<file path="src/rtl/rot_count_seq.sv">
// Sequencer for the 16-bit rotate-right path: breaks an 8-bit count into
// steps of at most STEP_MAX, feeds the external rotate mux, and registers result/CF/OF.
module rot_count_seq #(
  parameter int unsigned STEP_MAX = 15
) (
  input  logic        clk,
  input  logic        rst,
  input  logic        start,
  input  logic [15:0] operand,
  input  logic [7:0]  count,
  output logic [15:0] rot_a,
  output logic [3:0]  rot_op,
  input  logic [15:0] rot_r,
  output logic        busy,
  output logic        done,
  output logic [15:0] result,
  output logic        cf,
  output logic        of
);

  localparam int unsigned DW  = 16;
  localparam int unsigned CW  = 8;
  localparam int unsigned OPW = 4;
  localparam logic [OPW-1:0] STEP_CAP = OPW'(STEP_MAX);

  typedef enum logic [1:0] {
    S_IDLE,
    S_ROT,
    S_DONE
  } state_e;

  state_e          state_q, state_d;
  logic [DW-1:0]   acc_q, acc_d;
  logic [CW-1:0]   rem_q, rem_d;
  logic [DW-1:0]   result_q, result_d;
  logic            cf_q, cf_d;
  logic            of_q, of_d;
  logic            busy_q, busy_d;
  logic            done_q, done_d;
  logic [OPW-1:0]  step_c;
  logic [CW-1:0]   rem_left_c;

  // Per-cycle rotate amount: whatever remains, capped at STEP_MAX.
  always_comb begin
    step_c     = (rem_q < CW'(STEP_MAX)) ? rem_q[OPW-1:0] : STEP_CAP;
    rem_left_c = rem_q - CW'(step_c);
  end

  always_comb begin
    state_d  = state_q;
    acc_d    = acc_q;
    rem_d    = rem_q;
    result_d = result_q;
    cf_d     = cf_q;
    of_d     = of_q;
    unique case (state_q)
      S_IDLE: begin
        if (start) begin
          acc_d = operand;
          rem_d = count;
          if (count != '0) begin
            state_d = S_ROT;
          end else begin
            // Zero count: value passes through, flags left untouched.
            state_d  = S_DONE;
            result_d = operand;
          end
        end
      end
      S_ROT: begin
        acc_d = rot_r;
        rem_d = rem_left_c;
        if (rem_left_c == '0) begin
          state_d  = S_DONE;
          result_d = rot_r;
          cf_d     = rot_r[DW-1];
          of_d     = rot_r[DW-1] ^ rot_r[DW-2];
        end
      end
      S_DONE: begin
        state_d = S_IDLE;
      end
      default: begin
        state_d = S_IDLE;
      end
    endcase
    busy_d = (state_d != S_IDLE);
    done_d = (state_d == S_DONE);
  end

  always_ff @(posedge clk or posedge rst) begin
    if (rst) begin
      state_q  <= S_IDLE;
      acc_q    <= '0;
      rem_q    <= '0;
      result_q <= '0;
      cf_q     <= 1'b0;
      of_q     <= 1'b0;
      busy_q   <= 1'b0;
      done_q   <= 1'b0;
    end else begin
      state_q  <= state_d;
      acc_q    <= acc_d;
      rem_q    <= rem_d;
      result_q <= result_d;
      cf_q     <= cf_d;
      of_q     <= of_d;
      busy_q   <= busy_d;
      done_q   <= done_d;
    end
  end

  // The mux sees the accumulator directly and only rotates while stepping.
  assign rot_a  = acc_q;
  assign rot_op = (state_q == S_ROT) ? step_c : '0;
  assign busy   = busy_q;
  assign done   = done_q;
  assign result = result_q;
  assign cf     = cf_q;
  assign of     = of_q;

endmodule

</file>
<file path="config.mk">
export PLATFORM = sky130hd
export DESIGN_NAME = rot_count_seq
export DESIGN_NICKNAME = d
export VERILOG_FILES = /design/src/rtl/rot_count_seq.sv
export SDC_FILE = /design/constraint.sdc
export NUM_CORES = 1
export LEC_CHECK = 0
export CAP_MARGIN = 25
export CORE_UTILIZATION = 35
export CTS_BUF_LIST = sky130_fd_sc_hd__clkbuf_4
export DETAILED_ROUTE_END_ITERATION = 7
export PLACE_DENSITY = 0.62
export SYNTH_ARGS = -nofsm -noshare
export SYNTH_HDL_FRONTEND = slang
export SYNTH_SLANG_ARGS = --single-unit
</file>
<file path="constraint.sdc">
create_clock -name clk -period 3.5 [get_ports clk]
set_input_delay 0.35 -clock clk [delete_from_list [all_inputs] [get_ports clk]]
set_output_delay 0.35 -clock clk [all_outputs]
set_load 0.1 [all_outputs]
</file>
After elaboration in Yosys (flattened, before gate mapping)
Cells that the tools add are included.
{"block": "word_totals", "ff_bits": 46, "output_inout_bits": 40, "wordCells": 38}
{"block": "classes", "add_sub_neg": 1, "order_cmp": 1, "eq_ne": 5, "n_mux": 14, "bitwise": 1, "n_reduce_logical": 8}
{"operator": "2-to-1 mux 16 bit", "n": 4}
{"operator": "one-hot mux 16 bit (2 select lines)", "n": 2}
{"operator": "one-hot mux 8 bit (2 select lines)", "n": 1}
{"operator": "zero test 8 bit", "n": 1}
{"operator": "< comparator 8 x 4 -> 1 bit (second input constant)", "n": 1}
{"operator": "2-to-1 mux 4 bit", "n": 2}
{"operator": "2-to-1 mux 8 bit", "n": 1}
{"operator": "nonzero test 8 bit", "n": 1}
{"operator": "subtractor 8 x 4 -> 8 bit", "n": 1}
{"operator": "2-to-1 mux 2 bit", "n": 3}
{"operator": "inequality test 2 bit (second input constant)", "n": 3}
{"operator": "one-hot mux 2 bit (2 select lines)", "n": 1}
{"operator": "AND reduction 2 bit", "n": 2}
{"operator": "AND reduction 4 bit", "n": 1}
{"operator": "nonzero test 2 bit", "n": 2}
{"operator": "== test 2 x 1 -> 1 bit (second input constant)", "n": 1}
{"operator": "== test 2 bit (second input constant)", "n": 1}
{"operator": "zero test 2 bit", "n": 1}
{"operator": "bitwise XOR 1 bit", "n": 1}

Logic depth before layout (Yosys ltp)
{"block": "logic_depth", "depth_word": 7, "ltp_mapped": 12, "ltp_nobuf": 8}

Worst setup path before layout
Ideal clock, no wire load.
{"block": "synth_timing", "kind": "register to register", "from": "register rem_q[4]", "to": "register result_q[0], in the netlist result[0]", "setup_time_ns": 0.125, "arrival_time_ns": 2.980, "required_ns": 3.375, "slack_ns": 0.395, "path_stages_with_launch": 13, "path_buffers": 4, "cell_sequence": "dfrtp_1 clkbuf_1 or4_1 clkbuf_1 nand2b_1 ha_1 inv_1 a21oi_1 o221ai_2 or4_1 buf_6 buf_6 o221a_1"}
{"block": "synth_between", "elab_chain_len": 6}
{"item": "from (decl)", "line_no": "34", "source": "logic [CW-1:0] rem_q, rem_d;"}
{"item": "from (signal assigned)", "line_no": "104", "source": "rem_q <= rem_d;"}
{"item": "< comparator 8 x 4 -> 1 bit", "line_no": "45", "source": "step_c = (rem_q < CW'(STEP_MAX)) ? rem_q[OPW-1:0] : STEP_CAP;"}
{"item": "2-to-1 mux 4 bit", "line_no": "45"}
{"item": "subtractor 8 x 4 -> 8 bit (*)", "line_no": "46", "source": "rem_left_c = rem_q - CW'(step_c);"}
{"item": "zero test 8 bit (*)", "line_no": "73", "source": "if (rem_left_c == '0) begin"}
{"item": "inequality test 2 bit (no source line) (*)"}
{"item": "AND reduction 4 bit (no source line) (*)"}
{"item": "to (signal assigned)", "line_no": "105", "source": "result_q <= result_d;"}
{"item": "to (decl)", "line_no": "35", "source": "logic [DW-1:0] result_q, result_d;"}
Every way passes the cells marked *; elsewhere a longest branch is shown, timed or not.
A chain may end at the register's enable or synchronous reset.

Final worst setup path
{"block": "layout_timing", "from": "register rem_q[7]", "to": "register of_q, in the netlist of"}
{"block": "layout_between", "elab_chain_len": 5}
{"item": "< comparator 8 x 4 -> 1 bit", "line_no": "45"}
{"item": "2-to-1 mux 4 bit", "line_no": "45"}
{"item": "subtractor 8 x 4 -> 8 bit (*)", "line_no": "46"}
{"item": "zero test 8 bit (*)", "line_no": "73"}
{"item": "AND reduction 2 bit (no source line) (*)"}
{"item": "to (signal assigned)", "line_no": "98", "source": "of_q <= 1'b0;"}
{"item": "to (signal assigned)", "line_no": "107", "source": "of_q <= of_d;"}
{"item": "to (decl)", "line_no": "37", "source": "logic of_q, of_d;"}
Marks and branches as above.

==> flow_metrics.py <==
metrics = {
    "run_status": {
        "status": "finished with violations",
        "violations": "design-rule violations",
    },
    "route": {
        "avgViaCountPerCell": 5.45,
        "route.vias.total": 2256,
        "initialDrtViolationCount": 130,
        "finalWirelength_um": 6670,
        "ant_nets": 0,
        "dr.pass1.iters": 6,
        "routedWlPerCell_um": 16.1,
        "drc": 5,
    },
    "placement": {
        "dpl_cell_area_sq_um": 3280,
        "finalWeightedCongestion": 0.889,
        "portBuffers": 82,
        "dpl.hpwl_um": 4550,
    },
    "sta": {
        "skew_ps": 15.1,
        "timing.final.crit_share": 0.914,
        "finalMaxSlewViolations": 0,
        "fin_setup_tns_ps": 0,
        "timing.fmax_ghz": 0.313,
        "final-hold-violation-count": 0,
        "worst_pin_slew_ps": 1000,
        "period_needed_ps": 3200,
        "setup_viol": 0,
        "slew_headroom": 0.328,
        "rsz0062_at_grt": "no",
    },
    "cts": {
        "clock_path_buffers": 2,
        "cts_tree": "yes",
        "path_clk_slew_ps": 140,
        "cts_setup_buffers": 0,
        "cts_root_buf": "clkbuf_4",
        "postCtsHoldBufs": 0,
        "htree_levels": 2,
        "cts_buffers": 5,
        "clkLatencyLatePin_ps": 360,
        "cts_sinks": 46,
        "cts.repair.resized": 0,
    },
    "setup_path": {
        "cp_top_family": "simple AND/OR/NAND/NOR gates",
        "arrival_ps": 3460,
        "critPathLaunchType": "flop",
        "worst_path_max_delay_cell": "or4_1",
        "critPathCaptureType": "flop",
        "critPathLaunch": "rem_q[7]",
        "critPathBufInv": 2,
        "critPathMaxStageDelay_ps": 660,
        "path_common_cell": "or4_1",
        "critPathMaxFanout": 18,
        "cp_data_required_time_ps": 3760,
        "r2r_start": "rem_q[7]",
        "path_class": "flop to flop",
        "cp_cell_sequence": "or4_1 -> nand2b_1 -> ha_1 -> inv_1 -> a21oi_1 -> o221ai_2 -> or4_1 -> buf_4 -> mux2_1",
    },
    "floorplan": {
        "die_w_um": 85.0,
        "die_h_um": 85.0,
        "start_util": 0.371,
        "core_area_sq_um": 6490,
        "ios": 83,
        "dieArea_sq_um": 7220,
        "rows": 29,
    },
    "yosys": {
        "ys_ff_latch": 46,
        "seq_area_frac_synth": 0.478,
        "yosys-top-cells-area": "dfrtp_1 48%, o221a_1 7.5%, nand2_1 6.9%",
        "synth_area_leader_cell": "dfrtp_1",
        "syn_area_sq_um": 2410,
        "syn_inst": 256,
        "synthArstFlopShare": 1.00,
        "yosysWarningCount": 0,
        "yosysUniqueCellTypes": 42,
        "syn_nets": 300,
        "syn_avg_cell_area_sq_um": 9.41,
        "synth_ff_type": "dfrtp_1",
        "synth_edf_count": 0,
        "synth_top_area_frac": 0.478,
    },
    "grt": {
        "antenna_found_initial": 0,
        "grt_start_max_net_pins": 47,
        "grt_usage": 0.196,
        "grt_first_pass_wirelength_um": 11000,
        "overflow": 0,
        "grt_pass1_vias": 2168,
    },
    "layout": {
        "synthToLayoutAreaGrowth_pct": 39.5,
        "n_antenna_cell": 0,
        "layout.nets": 380,
        "drive_gt1_frac": 0.131,
        "final_cell_area_sq_um": 3360,
    },
    "hold_path": {
        "hold_path.class": "input port to async pin",
    },
    "run": {
        "drv_cap": 0,
    },
}
## registers in the layout, summed over array words and instances (netlist names)
name     cells
cf           1
state_q      2
done         1
result      16
rot_a       16
rem_q        8
of           1
busy         1
## metal layers
metal | share of wire | vias to the layer above | GRT usage
li1 | - | 1079 | -
met1 | 0.47 | 1089 | 0.263
met2 | 0.46 | 81 | 0.320
met3 | 0.062 | 7 | 0.0486
met4 | 0.0082 | 0 | 0.0447
met5 | 0 | - | 0
## worst paths after layout
path	end	slack, ps	cells after the start
max	of	300	9
min	rem_q[4]	180	2
max reg2reg	of	300	9
min reg2reg	of	530	1
max in group asynchronous	state_q[0]	2870	3
min in group clk	of	530	1
## cells by family after synthesis
kind of cell             share of synthesized area
AND/OR/NAND/NOR                              0.242
adder cells (fa/ha/maj)                    0.00519
XOR/XNOR                                    0.0109
buffers and inverters                       0.0431
AO/OA/AOI/OAI                                0.207
flip-flops                                   0.478
multiplexers                                0.0140
## cell usage after synthesis (all sizes together), types with 2 or more instances
library cell / n
and2: 2
nand4: 2
a21oi: 7
o21ai: 7
nand3: 6
o221a: 16
nor2b: 4
nor3: 2
nor2: 28
clkbuf: 12
dfrtp: 46
buf: 5
nand2: 44
a31oi: 18
mux2: 3
nor3b: 3
nor4: 3
inv: 4
a211oi: 3
nand2b: 5
or2: 17
or4: 2
o22a: 2
xnor2: 2
## cells in the final DEF (no fill, tap or decap), types with 2 or more instances in the layout
cell type         n
a211oi_1          3
a21oi_1           6
a31oi_1          18
and2_1            2
buf_4            11
clkbuf_4          6
clkdlybuf4s50_1  78
dfrtp_1          46
inv_1             3
mux2_1            2
nand2_1          44
nand2b_1          5
nand3_1           6
nand4_1           2
nor2_1           28
nor2b_1           3
nor3_1            2
nor3b_1           2
nor4_1            3
o21ai_0           5
o21ai_1           2
o221a_1          16
o22a_1            2
or2_2            17
or4_1             2
xnor2_1           2
## layout make-up
cell class                      count  area, sq um
Fill cell                         625         3130
Multi-Input combinational cell    189         1160
Sequential cell                    46         1150
Timing Repair Buffer               90          883
Tap cell                           77         96.3
Clock buffer                        6         45.0
Inverter                            4         15.0
Clock inverter                      2         13.8
## through the flow
| stage | hold slack (ps) | setup slack (ps) | util | std cells |
|---|---|---|---|---|
| after global routing | 155 | 109 | 0.517 | 414 |
| final | 179 | 301 | 0.517 | 414 |
| after CTS | 538 | 285 | 0.514 | 413 |
| after floorplan | 482 | 395 | - | 256 |
| after detailed placement | 507 | 298 | 0.505 | 405 |
| after global placement | 475 | 404 | 0.505 | 405 |
Power is not shown: default switching activity piles up to over one toggle a cycle in this logic, so the estimate is an artifact.
